### config.mk
export PLATFORM = sky130hd
export DESIGN_NAME = flag_branch_unit
export DESIGN_NICKNAME = d
export VERILOG_FILES = /design/src/rtl/flag_branch_unit.sv
export SDC_FILE = /design/constraint.sdc
export NUM_CORES = 1
export LEC_CHECK = 0
export ABC_AREA = 1
export BUFFER_PORTS_ARGS = -buffer_cell sky130_fd_sc_hd__buf_2
export CAP_MARGIN = 0
export CORE_MARGIN = 3
export CORE_UTILIZATION = 52
export CTS_BUF_LIST = sky130_fd_sc_hd__clkbuf_8
export CTS_CLUSTER_DIAMETER = 100
export DETAILED_ROUTE_END_ITERATION = 12
export PLACE_DENSITY = 0.88
export SLEW_MARGIN = 20
export SYNTH_ARGS = -nofsm -noshare
export SYNTH_HDL_FRONTEND = slang
export SYNTH_SLANG_ARGS = --single-unit
### constraint.sdc
create_clock -name clk -period 2.7 [get_ports clk]
set_input_delay 0.27 -clock clk [delete_from_list [all_inputs] [get_ports clk]]
set_output_delay 0.27 -clock clk [all_outputs]
set_load 0.005 [all_outputs]
### src/rtl/flag_branch_unit.sv
// flag_branch_unit: execute-stage stage after the ALU.
// - Registers the ALU result for writeback.
// - Holds the {V,N,C,Z} flag register and resolves conditional branches
//   using same-cycle flag bypass.
// - Owns the program counter.
// - Holds flush high for FLUSH_CYCLES unstalled cycles after a taken branch.
module flag_branch_unit #(
  parameter logic [31:0] RESET_PC     = 32'h0000_0000,
  parameter int unsigned FLUSH_CYCLES = 2
) (
  input  logic        clk,
  input  logic        reset,
  input  logic        stall_in,
  input  logic        alu_valid,
  input  logic [31:0] alu_value,
  input  logic        alu_carry,
  input  logic        alu_zero,
  input  logic        alu_msb,
  input  logic        alu_overflow,
  input  logic        flag_we,
  input  logic        br_valid,
  input  logic [2:0]  br_cond,
  input  logic [31:0] br_target,
  output logic [31:0] pc,
  output logic [3:0]  flags,
  output logic        br_taken,
  output logic        flush,
  output logic        wb_valid,
  output logic [31:0] wb_value
);

  typedef enum logic {RUN, FLUSH} state_t;

  localparam logic [2:0] FLUSH_LOAD = 3'(FLUSH_CYCLES);

  state_t     state, state_next;
  logic [2:0] flush_cnt, flush_cnt_next;

  logic       acc;
  logic       flag_upd;
  logic [3:0] alu_flags;
  logic [3:0] eff_flags;
  logic       cond_true;
  logic       taken;

  assign acc       = ~stall_in & (state == RUN);
  assign flag_upd  = acc & alu_valid & flag_we;
  assign alu_flags = {alu_overflow, alu_msb, alu_carry, alu_zero};
  // A flag-setting instruction in the same cycle feeds the branch directly.
  assign eff_flags = flag_upd ? alu_flags : flags;
  assign taken     = acc & br_valid & cond_true;
  assign flush     = (state == FLUSH);

  // Condition-code decode against effective flags {V,N,C,Z}
  always_comb begin
    cond_true = 1'b0;
    case (br_cond)
      3'b000: cond_true = 1'b1;
      3'b001: cond_true = eff_flags[0];
      3'b010: cond_true = ~eff_flags[0];
      3'b011: cond_true = eff_flags[1];
      3'b100: cond_true = ~eff_flags[1];
      3'b101: cond_true = eff_flags[2];
      3'b110: cond_true = ~eff_flags[2] & ~eff_flags[0];
      3'b111: cond_true = eff_flags[3];
      default: cond_true = 1'b0;
    endcase
  end

  // Flush FSM next-state: load counter on a taken branch, count down unstalled cycles
  always_comb begin
    state_next     = state;
    flush_cnt_next = flush_cnt;
    case (state)
      RUN: begin
        if (taken) begin
          state_next     = FLUSH;
          flush_cnt_next = FLUSH_LOAD;
        end
      end
      FLUSH: begin
        if (!stall_in) begin
          flush_cnt_next = flush_cnt - 3'd1;
          if (flush_cnt == 3'd1) state_next = RUN;
        end
      end
      default: begin
        state_next     = RUN;
        flush_cnt_next = '0;
      end
    endcase
  end

  // Flush FSM state register
  always_ff @(posedge clk or posedge reset) begin
    if (reset) begin
      state     <= RUN;
      flush_cnt <= '0;
    end else begin
      state     <= state_next;
      flush_cnt <= flush_cnt_next;
    end
  end

  // PC, flag register, branch pulse and writeback registers; all frozen on stall
  always_ff @(posedge clk or posedge reset) begin
    if (reset) begin
      pc       <= RESET_PC;
      flags    <= '0;
      br_taken <= 1'b0;
      wb_valid <= 1'b0;
      wb_value <= '0;
    end else if (!stall_in) begin
      if (taken) pc <= {br_target[31:2], 2'b00};
      else       pc <= pc + 32'd4;
      if (flag_upd) flags <= alu_flags;
      br_taken <= taken;
      wb_valid <= acc & alu_valid;
      if (acc & alu_valid) wb_value <= alu_value;
    end
  end

endmodule
==> flow_metrics.py <==
metrics = {
    "cts": {
        "cts_setup_buffers": 0,
        "cts_resized": 0,
        "clk_pin_slew_worst_paths_ns": 0.08,
        "cts_root_buf": "clkbuf_8",
        "cts_sinks": 72,
        "htreeDepth": 3,
        "cts_tree": "yes",
        "clockBufferDepth": 2,
        "numCtsBuffers": 9,
        "cts-hold-fix-buffers": 0,
        "clkLatencyLatePin_ns": 0.34,
    },
    "run_status": {
        "status": "finished clean",
    },
    "layout": {
        "drive_gt1_share_pct": 30.1,
        "stdcell_area_um2": 5220,
        "layout_common_cells": "nand2_1 (160), buf_2 (143), inv_1 (84)",
        "antenna_cells": 0,
        "area_growth_pct": 24.5,
        "nNetsFinal": 762,
        "layout_commonest_cell": "nand2_1",
    },
    "sta": {
        "skew_ns": 0.0107,
        "rsz0062_at_grt": "false",
        "max_freq_ghz": 0.440,
        "setup_viol": 0,
        "hold_slack_ns": 0.0437,
        "hold_viol": 0,
        "report.final.slew_viol_count": 0,
        "min_period_ns": 2.27,
        "fin_ws_ns": 0.427,
        "final.setup.tns_ns": 0,
        "slew_headroom_pct": 52.8,
        "timing.final.crit_share_pct": 84.2,
        "worst_pin_slew_ns": 0.707,
    },
    "place": {
        "post-place-ws_ns": 0.431,
        "port_buffers": 143,
        "dpl.hpwl_um": 8130,
        "place.gp.congestion": 0.906,
        "dpl_cell_area_um2": 4970,
    },
    "detailed_routing": {
        "initialDrtViolationCount": 226,
        "finalWirelength_um": 10900,
        "ant_nets": 0,
        "firstDrtPassIters": 6,
        "viasPerCell": 5.06,
        "remaining_drc_errors": 0,
        "avgRoutedWirePerCell_um": 13.8,
        "vias": 3996,
    },
    "synthesis": {
        "synth_area_um2": 4190,
        "yosysSeqAreaShare_pct": 43.0,
        "synth-seq-cells": 72,
        "post_synth_xor_area_fraction_pct": 4.60,
        "syn_inst": 541,
        "synthFlopType": "dfrtp_1",
        "synth_cell_type_count": 29,
        "synth_top_family_by_area": "simple AND/OR/NAND/NOR gates",
        "synthArstFlopShare_pct": 100,
        "avgSynthCellArea_um2": 7.75,
        "synth-warning-count": 0,
        "synth_edf_count": 0,
        "synth_compound_area_share_pct": 0.836,
        "synth-adder-area-share_pct": 0.896,
        "muxShareOfSynthArea_pct": 8.60,
        "synth-simple-area-share_pct": 31.4,
    },
    "critical_path": {
        "crit_type": "reg2reg",
        "timing.critical_path.from_type": "flip-flop",
        "crit_fanout": 35,
        "worstPathArrival_ns": 2.50,
        "worst-endpoint-required_ns": 2.93,
        "worst_setup_path_end_kind": "flip-flop",
        "r2r_slack_ns": 0.43,
    },
    "pwr": {
        "p_sw_share_pct": 36.7,
        "p_sw_mw": 1.78,
        "p_comb_share_pct": 37.4,
        "p_int_mw": 3.07,
        "total_power_mw": 4.84,
        "power_density_nw_per_um2": 928,
        "p_seq_share_pct": 41.1,
        "ir_worst_vdd_uv": 596,
        "p_clk_share_pct": 21.5,
        "leakage_nw": 2.95,
    },
    "global_routing": {
        "antenna_found_initial": 1,
        "grt_max_degree": 36,
        "grt_pass1_wl_um": 17500,
        "grt-ovfl-total": 0,
        "grt_pass1_vias": 3840,
        "grt_use_total_pct": 24.1,
    },
    "die": {
        "dieHeight_um": 95.8,
        "rows": 32,
        "start_util_pct": 53.9,
        "dieArea_um2": 9170,
        "io_pins": 148,
        "core_um2": 7770,
        "die_x_um": 95.8,
    },
    "min_path": {
        "hold_path_class": "in2async",
    },
    "flow_run": {
        "drv_cap": 0,
    },
}
cell families (layout without fill, tap and decap cells):
| kind of cell | count (synthesis) | in the layout |
|---|---|---|
| adder cells (fa/ha/maj) | 3 | 3 |
| AND/OR/NAND/NOR | 298 | 298 |
| AO/OA/AOI/OAI | 6 | 6 |
| flip-flops | 72 | 72 |
| other | 1 | 2 |
| XOR/XNOR | 22 | 22 |
| multiplexers | 32 | 32 |
| buffers and inverters | 107 | 252 |
cell type report:
type                       count  area [um^2]
inverter                      86          323
tap                          102          128
timing repair buffer         150          768
clock buffer                   9          124
clock inverter                 7          120
sequential                    72         1800
multi-input combinational    363         1950
fill                         657         2550
power groups by stage:
stage / logic, mW / registers [mW] / clock network [mW]
final: 1.81 / 1.99 / 1.04
after global routing: 2.05 / 2.06 / 1.10
after CTS: 1.84 / 1.99 / 1.06
after detailed placement: 1.83 / 2.00 / 0
after global placement: 1.75 / 1.96 / 0
after floorplan: 1.05 / 1.96 / 0
final timing paths:
| path | from | end | cells after the start |
|---|---|---|---|
| min in group clk | alu_value[6] | wb_value[6]$_DFFE_PP0P_ | 2 |
| worst min register to register | br_taken$_DFFE_PP0N_ | br_taken$_DFFE_PP0N_ | 2 |
| worst max-delay path | flush$_DFF_PP0_ | flush_cnt[2]$_DFFE_PP0P_ | 10 |
| max in group asynchronous | reset | wb_value[9]$_DFFE_PP0P_ | 3 |
| worst min-delay path | reset | pc[31]$_DFFE_PP0N_ | 2 |
| worst max register to register | flush$_DFF_PP0_ | flush_cnt[2]$_DFFE_PP0P_ | 10 |
through the flow:
step | utilization [%] | cells
CTS | 67.2 | 789
global route | 67.2 | 789
floorplan | - | 542
detailed placement | 64.0 | 773
global placement | 64.0 | 773
finish | 67.2 | 789
layer usage:
| metal | vias up | GRT usage, % | part of all wire [%] |
|---|---|---|---|
| met5 | - | 0 | 0.065 |
| met4 | 2 | 8.41 | 2.1 |
| met3 | 23 | 7.19 | 9.8 |
| met2 | 189 | 40.9 | 48 |
| met1 | 1816 | 29.0 | 40 |
| li1 | 1966 | - | - |
synth_stat cells (4+ instances only):
library cell | number | area, um^2
nand3_1 | 80 | 400
mux2_2 | 32 | 360
inv_1 | 85 | 319
nand2_1 | 160 | 601
xor2_1 | 14 | 123
nand4_1 | 5 | 31.3
xnor2_1 | 8 | 70.1
nor3_1 | 13 | 65.1
dfrtp_1 | 72 | 1800
nor2_1 | 26 | 97.6
buf_2 | 6 | 30.0
clkbuf_1 | 6 | 22.5
nand3b_1 | 4 | 30.0
critical path: stages (launching register included):
cell and delay, ns:
dfrtp_1 0.50, nor2_8 0.17, nand3_2 0.11, nand2_1 0.11, nand3_1 0.09, a21oi_2 0.16
nand3_2 0.31, nand2_4 0.43, nand2_1 0.12, nand2_1 0.08, o21ai_0 0.07
sequential cells by signal, summed over array words and instances, names as in the netlist:
signal	count
wb_value	32
pc	30
flags	4
flush_cnt	3
br_taken	1
flush	1
wb_valid	1
Note: power is estimated with default switching activity, not from simulation.
